### src/rtl/mips_instr_encoder.sv
`default_nettype none
// ============================================================================
//  Module   : mips_instr_encoder
//  Purpose  : Packs an instruction class plus its operand fields into a 32-bit
//             MIPS instruction word and writes it to instruction memory at an
//             auto-incrementing address. Acts as program loader / self-test
//             generator for the single-cycle datapath.
//  Ports    : clk, reset (sync, active-high), clear (sync restart)
//             in_valid/in_ready          - field bundle handshake
//             op_sel, rs, rt, rd, shamt, funct, imm, target - operand fields
//             mem_we/mem_addr/mem_wdata/mem_ack - memory write port
//             word_count, full, err      - status
//  Revision : 1.0  initial release
// ============================================================================
module mips_instr_encoder #(
  parameter int ADDR_W    = 8,
  parameter int DEPTH     = 256,
  parameter int BASE_ADDR = 0,
  parameter int ADDR_STEP = 4
) (
  input  logic              clk,
  input  logic              reset,
  input  logic              clear,
  input  logic              in_valid,
  output logic              in_ready,
  input  logic [3:0]        op_sel,
  input  logic [4:0]        rs,
  input  logic [4:0]        rt,
  input  logic [4:0]        rd,
  input  logic [4:0]        shamt,
  input  logic [5:0]        funct,
  input  logic [15:0]       imm,
  input  logic [25:0]       target,
  output logic              mem_we,
  output logic [ADDR_W-1:0] mem_addr,
  output logic [31:0]       mem_wdata,
  input  logic              mem_ack,
  output logic [ADDR_W:0]   word_count,
  output logic              full,
  output logic              err
);

  localparam logic [ADDR_W-1:0] C_BASE  = ADDR_W'(BASE_ADDR);
  localparam logic [ADDR_W-1:0] C_STEP  = ADDR_W'(ADDR_STEP);
  localparam logic [ADDR_W:0]   C_DEPTH = (ADDR_W+1)'(DEPTH);

  localparam logic [5:0] C_OP_R    = 6'b000000;
  localparam logic [5:0] C_OP_LW   = 6'b100011;
  localparam logic [5:0] C_OP_SW   = 6'b101011;
  localparam logic [5:0] C_OP_BEQ  = 6'b000100;
  localparam logic [5:0] C_OP_J    = 6'b000010;
  localparam logic [5:0] C_OP_ADDI = 6'b001000;
  localparam logic [5:0] C_OP_LUI  = 6'b001111;
  localparam logic [5:0] C_OP_JAL  = 6'b000011;
  localparam logic [5:0] C_OP_ORI  = 6'b001101;

  typedef enum logic [1:0] {
    S_IDLE  = 2'd0,
    S_WRITE = 2'd1,
    S_FULL  = 2'd2
  } state_t;

  state_t            r_state;
  state_t            w_next_state;
  logic [ADDR_W-1:0] r_addr;
  logic [ADDR_W:0]   r_count;
  logic [31:0]       r_wdata;
  logic              r_err;

  logic [31:0]       w_word;
  logic              w_op_ok;
  logic              w_accept;
  logic              w_acked;
  logic [ADDR_W:0]   w_count_inc;

  // --------------------------------------------------------------------------
  // Field packer: pure combinational map from class + fields to a word.
  // --------------------------------------------------------------------------
  always_comb begin
    w_word  = 32'h0;
    w_op_ok = 1'b1;
    case (op_sel)
      4'd0:    w_word = {C_OP_R, rs, rt, rd, shamt, funct};
      4'd1:    w_word = {C_OP_LW, rs, rt, imm};
      4'd2:    w_word = {C_OP_SW, rs, rt, imm};
      4'd3:    w_word = {C_OP_BEQ, rs, rt, imm};
      4'd4:    w_word = {C_OP_J, target};
      4'd5:    w_word = {C_OP_ADDI, rs, rt, imm};
      4'd6:    w_word = {C_OP_LUI, 5'b00000, rt, imm};  // rs forced to zero
      4'd7:    w_word = {C_OP_JAL, target};
      4'd8:    w_word = {C_OP_ORI, rs, rt, imm};
      default: w_op_ok = 1'b0;
    endcase
  end

  assign w_accept    = (r_state == S_IDLE) && in_valid;
  // An ack only counts while a write is actually outstanding.
  assign w_acked     = (r_state == S_WRITE) && mem_ack;
  assign w_count_inc = r_count + (ADDR_W+1)'(1);

  // --------------------------------------------------------------------------
  // State register
  // --------------------------------------------------------------------------
  always_ff @(posedge clk) begin
    if (reset || clear) begin
      r_state <= S_IDLE;
    end else begin
      r_state <= w_next_state;
    end
  end

  // --------------------------------------------------------------------------
  // Next-state logic
  // --------------------------------------------------------------------------
  always_comb begin
    w_next_state = r_state;
    case (r_state)
      S_IDLE: begin
        if (w_accept && w_op_ok) begin
          w_next_state = S_WRITE;
        end
      end
      S_WRITE: begin
        if (mem_ack) begin
          w_next_state = (w_count_inc == C_DEPTH) ? S_FULL : S_IDLE;
        end
      end
      S_FULL:  w_next_state = S_FULL;
      default: w_next_state = S_IDLE;
    endcase
  end

  // --------------------------------------------------------------------------
  // Datapath registers. clear keeps the last word; only reset zeroes it.
  // --------------------------------------------------------------------------
  always_ff @(posedge clk) begin
    if (reset) begin
      r_addr  <= C_BASE;
      r_count <= '0;
      r_wdata <= 32'h0;
      r_err   <= 1'b0;
    end else if (clear) begin
      r_addr  <= C_BASE;
      r_count <= '0;
      r_err   <= 1'b0;
    end else begin
      if (w_accept) begin
        if (w_op_ok) begin
          r_wdata <= w_word;
        end else begin
          r_err <= 1'b1;
        end
      end
      if (w_acked) begin
        r_addr  <= r_addr + C_STEP;
        r_count <= w_count_inc;
      end
    end
  end

  assign in_ready   = (r_state == S_IDLE);
  assign mem_we     = (r_state == S_WRITE);
  assign full       = (r_state == S_FULL);
  assign mem_addr   = r_addr;
  assign mem_wdata  = r_wdata;
  assign word_count = r_count;
  assign err        = r_err;

endmodule
`default_nettype wire

### config.mk
export PLATFORM = sky130hd
export DESIGN_NAME = mips_instr_encoder
export DESIGN_NICKNAME = d
export VERILOG_FILES = /design/src/rtl/mips_instr_encoder.sv
export SDC_FILE = /design/constraint.sdc
export NUM_CORES = 1
export LEC_CHECK = 0
export BUFFER_PORTS_ARGS = -buffer_cell sky130_fd_sc_hd__buf_4
export CORE_MARGIN = 5
export CORE_UTILIZATION = 49
export CTS_BUF_LIST = sky130_fd_sc_hd__clkbuf_8
export DETAILED_ROUTE_END_ITERATION = 6
export PLACE_DENSITY = 0.94
export SLEW_MARGIN = 0
export SYNTH_ARGS = -nofsm -noshare
export SYNTH_HDL_FRONTEND = slang
export SYNTH_SLANG_ARGS = --single-unit
### constraint.sdc
create_clock -name clk -period 2.1 [get_ports clk]
set_input_delay 0.21 -clock clk [delete_from_list [all_inputs] [get_ports clk]]
set_output_delay 0.21 -clock clk [all_outputs]
set_load 0.005 [all_outputs]
==> flow_summary.yaml, run 1 <==
floorplan:
  die_height_microns: 86.49
  rows: 27
  coreArea_sq_mm: 0.005608
  fp.dieArea_sq_mm: 0.007480
  start_util: 0.5112
  dieWidth_microns: 86.49
  io_pins: 130
power_and_ir_drop:
  ir_worst_vdd_mv: 0.3028
  p_per_area_mw_per_mm2: 534.8
  p_leak_nw: 1.654
final_layout:
  finalNonFillerCells: 513
  design_area_sq_mm: 0.003897
  final_util: 0.6950
  syn2layout_area_growth_pct: 35.97
  register_area_sq_um: 980.9
  layout-drive-gt1-share: 0.3741
  fin_nets: 520
  fillCellCount: 464
  multi_input_area_sq_mm: 0.001674
  antennaDiodeCount: 0
  layout_commonest_cell: "buf_4"
  final_cell_mix: "buf_4, dfxtp_1, nor2_1"
worst_hold_path:
  hold_class: "in -> reg"
global_routing:
  grt_max_degree: 33
  first_global_vias: 2976
  antenna_found_initial: 0
  grt_util_all_layers: 0.2244
  grt-ovfl-total: 0
  grt_pass1_wl_microns: 13720
routing:
  post_drt_wl_per_cell_microns: 16.45
  initialDrtViolationCount: 141
  route.detailed.drc: 0
  final_antenna_net_count: 0
  num_vias: 2990
  wl_microns: 8440
  vias_per_cell: 5.828
  drtPass1Iterations: 4
clock_tree:
  numCtsBuffers: 5
  cts.clk_slew.worst_paths_ps: 90
  cts_hold_repair.buffers: 0
  cts_tree: "done"
  clock_latency_ps: 300
  cts_num_sinks: 49
  post_cts_buffers: 0
  clockRootBuffer: "clkbuf_8"
  htree_num_levels: 2
  post_cts_resize_count: 0
  cts_max_path_buffers: 2
place:
  gp_congestion: 0.8752
  dp_cells: 505
  dp_hpwl_microns: 6337
  io_buffers: 126
  postPlaceCellArea_sq_mm: 0.003786
run_status:
  status: "finished clean"
critical_path:
  crit_required_ps: 2290
  arrival_ps: 1890
  start_kind: "flip-flop"
  crit_type: "reg -> reg"
  setup.worst_path.end_class: "flip-flop"
  crit_fanout: 8
sta:
  slew_headroom: 0.5354
  setup-violations-final: 0
  period_minus_slack_ps: 1701
  hold_viol: 0
  skew_ps: 9.848
  fmaxAchievable_mhz: 587.8
  period_share: 0.8101
  slew_viol_final: 0
  rsz0062_at_grt: "false"
  tightest_slew_ps: 696.9
  tns_ps: 0
logic_synthesis:
  async_flop_share: 0
  yosys.area.top_type: "dfxtp_1"
  avgSynthCellArea_sq_um: 8.634
  synth-edff-count: 0
  synthCells: 332
  netlist_area_sq_mm: 0.002866
  yosysWarningCount: 0
  ys_seq_elements: 49
  yosysTopAreaCellShare: 0.3422
  synth-main-ff-cell: "dfxtp_1"
  ys_seq_area_frac: 0.3422
  synth_area_leaders: "dfxtp_1, nor2_1, a221oi_2, a211oi_2, a221oi_1"
  yosysUniqueCellTypes: 52
run:
  maxCapViolations: 0
cells by family after synthesis:
family	share of synthesized area
other cells	0.001308
fa+ha+maj	0.01310
buf+inv	0.07857
simple gates	0.2091
mux	0.006984
flops	0.3422
compound gates	0.2999
xor+xnor	0.04889
through the flow:
step | hold WS, ps | power (W) | worst slack, ps
3_3_place_gp | 444.8 | 0.001420 | 486.0
6_report | 190.8 | 0.002084 | 398.9
4_1_cts | 170.8 | 0.002108 | 397.6
5_1_grt | 189.2 | 0.002191 | 197.0
3_5_place_dp | 449.5 | 0.001436 | 361.9
2_1_floorplan | 289.3 | 0.001226 | 558.2
where the power goes:
part           internal [W]  leakage [nW]  switching [W]  total [W]
registers          0.000964         0.399      0.0000210   0.000985
clock network      0.000353        0.0595       0.000317   0.000670
logic              0.000219          1.20       0.000211   0.000430
flip-flops by register name, indices dropped and copies added (netlist names):
signal,cells
err,1
mem_addr,6
mem_wdata,31
r_state,2
word_count,9
cell usage after synthesis, drive strengths merged, types with 2 or more instances:
| cell type | number |
|---|---|
| a211o | 2 |
| a211oi | 24 |
| a21oi | 18 |
| a221oi | 23 |
| and3 | 2 |
| and3b | 2 |
| and4 | 2 |
| buf | 22 |
| clkbuf | 11 |
| dfxtp | 49 |
| ha | 3 |
| inv | 10 |
| mux2i | 2 |
| nand2 | 18 |
| nand2b | 3 |
| nand3 | 3 |
| nand3b | 7 |
| nand4 | 4 |
| nand4b | 2 |
| nor2 | 47 |
| nor2b | 3 |
| nor3 | 10 |
| nor3b | 2 |
| nor4 | 2 |
| o211ai | 2 |
| o21ai | 22 |
| o22ai | 5 |
| xnor2 | 7 |
| xor2 | 9 |
final cells by class:
type                       instances  share of cell area
multi-input combinational        242              0.4295
sequential                        49              0.2517
timing repair buffer             132              0.2575
inverter                          10            0.009631
tap                               72             0.02311
clock inverter                     3             0.01091
clock buffer                       5             0.01766
final timing paths:
kind	from	to	slack, ps	depth (start not counted)
min reg2reg	mem_wdata[31]	mem_wdata[31]	460	2
max reg2reg	word_count[0]	word_count[8]	400	5
min	in_valid	err	190	3
max	word_count[0]	word_count[8]	400	5
worst max-delay path, stage by stage, from the launching register on:
cell      delay, ps
dfxtp_1         480
ha_1            300
nand4b_1        230
nor4b_1         370
xnor2_1         160
nor2_1           50
per-layer routing:
layer / part of all wire / GRT usage
met5: 0 / 0
met3: 0.085 / 0.05703
met2: 0.49 / 0.3880
met4: 0.032 / 0.1034
met1: 0.39 / 0.2584
(Power assumes the default switching activity.)
==> run 2: changes to the inputs <==
--- a/config.mk
+++ b/config.mk
@@ -5,9 +5,10 @@
 export SDC_FILE = /design/constraint.sdc
 export NUM_CORES = 1
 export LEC_CHECK = 0
+export ABC_AREA = 1
 export BUFFER_PORTS_ARGS = -buffer_cell sky130_fd_sc_hd__buf_4
 export CORE_MARGIN = 5
-export CORE_UTILIZATION = 49
+export CORE_UTILIZATION = 48
 export CTS_BUF_LIST = sky130_fd_sc_hd__clkbuf_8
 export DETAILED_ROUTE_END_ITERATION = 6
 export PLACE_DENSITY = 0.94
==> constraint.sdc (replaced) <==
create_clock -name clk -period 1.6 [get_ports clk]
set_input_delay 0.16 -clock clk [delete_from_list [all_inputs] [get_ports clk]]
set_output_delay 0.16 -clock clk [all_outputs]
set_load 0.005 [all_outputs]
==> run 2 against run 1 <==
  * Combinational power rose by 11%
  * Wire length fell by 0.30%
  * Critical path depth did not move
  * Clock power rose by 31%
  * Hold slack got worse by 130 ps
  * Sequential share of layout area rose by 1.0 points
  * Power rose by 27%
  * Sequential power rose by 31%
  * Cell count rose by 16%
  * Maximum frequency rose by 15%
  * Clock skew rose by 0.98 ps
  * Largest cell class unchanged
==> flow_summary.yaml, run 2 <==
sta:
  fmaxAchievable_mhz: 678.2
  period_minus_slack_ps: 1475
  setup-violations-final: 0
  skew_ps: 10.83
  tns_ps: 0
  rsz0062_at_grt: "false"
  period_share: 0.9216
  hold_viol: 0
  whs_ps: 64.17
  slew_viol_final: 0
critical_path:
  critPathSlowestCell: "dfxtp_1"
  setup.worst_path.end_class: "flip-flop"
  crit_type: "reg -> reg"
  crit_fanout: 31
  crit_family: "compound AO/OA/AOI/OAI gates"
  crit_required_ps: 1790
  arrival_ps: 1670
  start_kind: "flip-flop"
  crit_buf_inv: 1
  critPathMaxStageDelay_ps: 430
  crit_chain: "nor3b_2, nand3_2, clkinv_2, o21ai_0, a21oi_1"
clock_tree:
  htree_num_levels: 2
  cts.clk_slew.worst_paths_ps: 90
  numCtsBuffers: 5
  post_cts_buffers: 0
  cts_tree: "done"
  post_cts_resize_count: 0
  cts_num_sinks: 49
  cts_max_path_buffers: 2
  clockRootBuffer: "clkbuf_8"
  cts_hold_repair.buffers: 0
  clock_latency_ps: 310
final_layout:
  design_area_sq_mm: 0.003745
  largest_register_ffs: 31
  multi_input_area_sq_mm: 0.001398
  final_cell_mix: "buf_4, nand2_1, dfxtp_1"
  register_area_sq_um: 980.9
  layout_commonest_cell: "buf_4"
  layout-drive-gt1-share: 0.3027
  fin_nets: 601
  syn2layout_area_growth_pct: 41.31
  antennaDiodeCount: 0
  fillCellCount: 416
global_routing:
  grt_util_all_layers: 0.2310
  grt-ovfl-total: 0
  antenna_found_initial: 0
  first_global_vias: 3026
  grt_pass1_wl_microns: 13750
  grt_max_degree: 32
power_and_ir_drop:
  ir_worst_vdd_mv: 0.3495
  p_per_area_mw_per_mm2: 706.0
  p_leak_nw: 1.852
  fin_total_pwr_w: 0.002644
routing:
  post_drt_wl_per_cell_microns: 14.17
  num_vias: 3118
  vias_per_cell: 5.249
  initialDrtViolationCount: 210
  wl_microns: 8415
  final_antenna_net_count: 0
  drtPass1Iterations: 5
  route.detailed.drc: 0
worst_hold_path:
  hold_class: "in -> reg"
logic_synthesis:
  netlist_area_sq_mm: 0.002650
  synth-edff-count: 0
  ys_seq_area_frac: 0.3702
  synth_most_common_cell: "nand2_1"
  synthCells: 399
  yosysWarningCount: 0
  synth-main-ff-cell: "dfxtp_1"
  synth_area_leaders: "dfxtp_1, nand2_1, a21oi_1, o21ai_0, nand3_1"
  synth_commonest_cells: "nand2_1, dfxtp_1, a21oi_1"
  yosys.area.top_type: "dfxtp_1"
  avgSynthCellArea_sq_um: 6.642
  yosysTopAreaCellShare: 0.3702
  yosysUniqueCellTypes: 27
  ys_seq_elements: 49
  async_flop_share: 0
place:
  dp_hpwl_microns: 6398
  io_buffers: 126
  gp_congestion: 0.9415
  postPlaceCellArea_sq_mm: 0.003623
run:
  maxCapViolations: 0
run_status:
  status: "finished clean"
floorplan:
  rows: 27
  coreArea_sq_mm: 0.005439
  start_util: 0.4872
  die_height_microns: 84.30
  io_pins: 130
  fp.dieArea_sq_mm: 0.007106
  dieWidth_microns: 84.30
run 2: path summary, 6_finish.rpt:
| path | from | to | slack [ps] | depth (start not counted) |
|---|---|---|---|---|
| max | r_state[1] | mem_wdata[23] | 130 | 5 |
| min | reset | mem_wdata[26] | 60 | 2 |
| max reg2reg | r_state[1] | mem_wdata[23] | 130 | 5 |
| min reg2reg | mem_wdata[26] | mem_wdata[26] | 470 | 2 |
run 2: layer usage:
layer  part of all wire  global-route usage
met2               0.50              0.4218
met4              0.015             0.05702
met1               0.40              0.2668
met3              0.089             0.06084
met5                  0                   0
run 2: where the power goes:
part | switching [W] | internal, W | total [W]
clock network | 0.000417 | 0.000463 | 0.000880
registers | 0.0000246 | 0.00126 | 0.00129
logic | 0.000234 | 0.000244 | 0.000478
run 2: cell type report:
cell class,instances,area share
Clock inverter,3,0.01136
Inverter,36,0.03642
Multi-Input combinational cell,292,0.3732
Sequential cell,49,0.2619
Timing Repair Buffer,137,0.2746
Clock buffer,5,0.01838
Tap cell,72,0.02406
run 2: worst reg2reg max path, cell delays in order, from the launching register on:
cell,delay (ps)
dfxtp_1,430
nor3b_2,90
nand3_2,110
clkinv_2,300
o21ai_0,360
a21oi_1,80
run 2: kinds of logic (layout without fill, tap and decap cells):
logic type | after synthesis | count (layout) | synth area share
other | 1 | 3 | 0.001415
adders and majority gates | 3 | 3 | 0.01417
xor gates and xnor gates | 1 | 1 | 0.003306
buffers and inverters | 60 | 181 | 0.1100
AOI/OAI and AO/OA | 100 | 100 | 0.1955
DFF | 49 | 49 | 0.3702
and+or+nand+nor | 185 | 185 | 0.3055
run 2: stage by stage:
step | instances | setup slack [ps] | util
global placement | 586 | 232.7 | 0.6662
finish | 594 | 125.4 | 0.6885
global route | 594 | 10.71 | 0.6885
CTS | 594 | 119.1 | 0.6867
detailed placement | 586 | 109.3 | 0.6662
floorplan | 401 | 265.9 | -
==> run 3: changes to the inputs <==
==> constraint.sdc (replaced) <==
create_clock -name clk -period 1.67 [get_ports clk]
set_input_delay 0.167 -clock clk [delete_from_list [all_inputs] [get_ports clk]]
set_output_delay 0.167 -clock clk [all_outputs]
set_load 0.005 [all_outputs]
==> run 3 against run 2 <==
  * Setup slack better by 46 ps
  * Sequential power down 5%
  * Clock skew down 7.3 ps
  * Register-to-register slack better by 50 ps
  * Hold slack better by 14 ps
  * Clock power up 1%
  * Critical path type unchanged
  * Sequential share of layout area about the same
  * Maximum frequency down 1.6%
  * Wire length down 1.3%
  * Critical path depth up 4
  * Power down 2.3%
  * Highest routed layer unchanged
==> flow_summary.yaml, run 3 (synthesized netlist as in run 2, its figures left out) <==
run_status:
  status: "finished clean"
power_and_ir_drop:
  p_int_w: 0.001933
  p_per_area_mw_per_mm2: 690.0
  pwr-share-clk: 0.345
  p_comb_frac: 0.177
  p_leak_nw: 1.845
  ir_worst_vdd_mv: 0.4550
  swShare: 0.2520
  p_switching_w: 0.0006511
  power_frac_seq: 0.477
place:
  io_buffers: 126
  postPlaceCellArea_sq_mm: 0.003621
  gp_congestion: 0.9833
  dp_hpwl_microns: 6291
  dp_cells: 584
final_layout:
  final_cell_mix: "buf_4, nand2_1, dfxtp_1"
  largest_register_ffs: 31
  design_area_sq_mm: 0.003745
  finalNonFillerCells: 592
  layout-drive-gt1-share: 0.3000
  fin_nets: 599
  multi_input_area_sq_mm: 0.001390
  final_util: 0.6885
  syn2layout_area_growth_pct: 41.31
  register_area_sq_um: 982.2
  fillCellCount: 456
  layout_commonest_cell: "buf_4"
  antennaDiodeCount: 0
routing:
  final_antenna_net_count: 0
  vias_per_cell: 5.223
  post_drt_wl_per_cell_microns: 14.03
  initialDrtViolationCount: 145
  route.detailed.drc: 0
  drtPass1Iterations: 4
  num_vias: 3092
  wl_microns: 8306
clock_tree:
  cts_tree: "done"
  clock_latency_ps: 300
  cts_hold_repair.buffers: 0
  clockRootBuffer: "clkbuf_8"
  cts_max_path_buffers: 2
  post_cts_buffers: 0
  cts.clk_slew.worst_paths_ps: 90
  htree_num_levels: 2
  numCtsBuffers: 5
  post_cts_resize_count: 0
  cts_num_sinks: 49
critical_path:
  start_kind: "flip-flop"
  crit_fanout: 6
  r2r_slack_ps: 170
  setup.worst_path.end_class: "flip-flop"
  crit_type: "reg -> reg"
  crit_required_ps: 1900
  arrival_ps: 1730
sta:
  period_minus_slack_ps: 1498
  fmaxAchievable_mhz: 667.5
  slew_viol_final: 0
  hold_viol: 0
  setup-violations-final: 0
  skew_ps: 3.552
  rsz0062_at_grt: "false"
  period_share: 0.8971
  tns_ps: 0
global_routing:
  antenna_found_initial: 0
  grtUsageMet2: 0.4017
  grt_pass1_wl_microns: 13820
  grt_max_degree: 32
  met3_usage: 0.06477
  grt-ovfl-total: 0
  grt_util_all_layers: 0.2323
  first_global_vias: 3049
  use_met1: 0.2782
  busiest_layer: "met2"
floorplan:
  fp.dieArea_sq_mm: 0.007106
  io_pins: 130
  rows: 27
  die_height_microns: 84.30
  dieWidth_microns: 84.30
  start_util: 0.4872
  coreArea_sq_mm: 0.005439
run:
  maxCapViolations: 0
worst_hold_path:
  hold_class: "in -> reg"
[run 3: cell types whose count changed in the layout (fill, tap and decap cells not counted), sizes merged]
cell      delta
buf          -2
clkinv       -1
clkinvlp     +1
clkbuf       +1
inv          -1
[run 3: metrics by stage]
step | total power [W] | hold WS [ps] | worst slack (ps)
after floorplan | 0.001465 | 236.1 | 335.9
after global routing | 0.002711 | 64.10 | 0.9943
after detailed placement | 0.001717 | 396.3 | 152.2
after global placement | 0.001707 | 396.3 | 221.4
final | 0.002584 | 78.14 | 171.9
after CTS | 0.002603 | 65.56 | 75.30
[run 3: cell type report]
| type | count | area share |
|---|---|---|
| clock buffer | 6 | 0.02205 |
| timing repair buffer | 135 | 0.2740 |
| clock inverter | 2 | 0.01002 |
| multi-input combinational | 292 | 0.3712 |
| tap | 72 | 0.02406 |
| inverter | 36 | 0.03642 |
| sequential | 49 | 0.2623 |
[run 3: final timing paths]
kind,startpoint,to,cells after the start
max reg2reg,word_count[0],r_state[1],9
min,reset,mem_wdata[29],2
min reg2reg,mem_wdata[29],mem_wdata[29],2
max,word_count[0],r_state[1],9
[run 3: per-layer routing]
layer  wire length, microns  up-vias
met2                   4048      134
met3                    786       19
met4                    173        0
met5                      0        -
li1                       -     1549
met1                   3298     1390
[run 3: critical path, cell delays in order (launching register included)]
cell,delay (ps)
dfxtp_2,390
ha_2,240
nand2_1,100
nor2_1,160
nand2_1,70
nand2_1,60
nand2_1,50
nor2_1,100
nand3_1,90
a21oi_1,160
[run 3: power groups by stage]
stage	Sequential [W]	Combinational, W	Clock (W)
after floorplan	0.00126	0.000206	0
after global placement	0.00126	0.000448	0
final	0.00123	0.000459	0.000892
after detailed placement	0.00126	0.000457	0
after global routing	0.00124	0.000506	0.000967
after CTS	0.00123	0.000459	0.000911
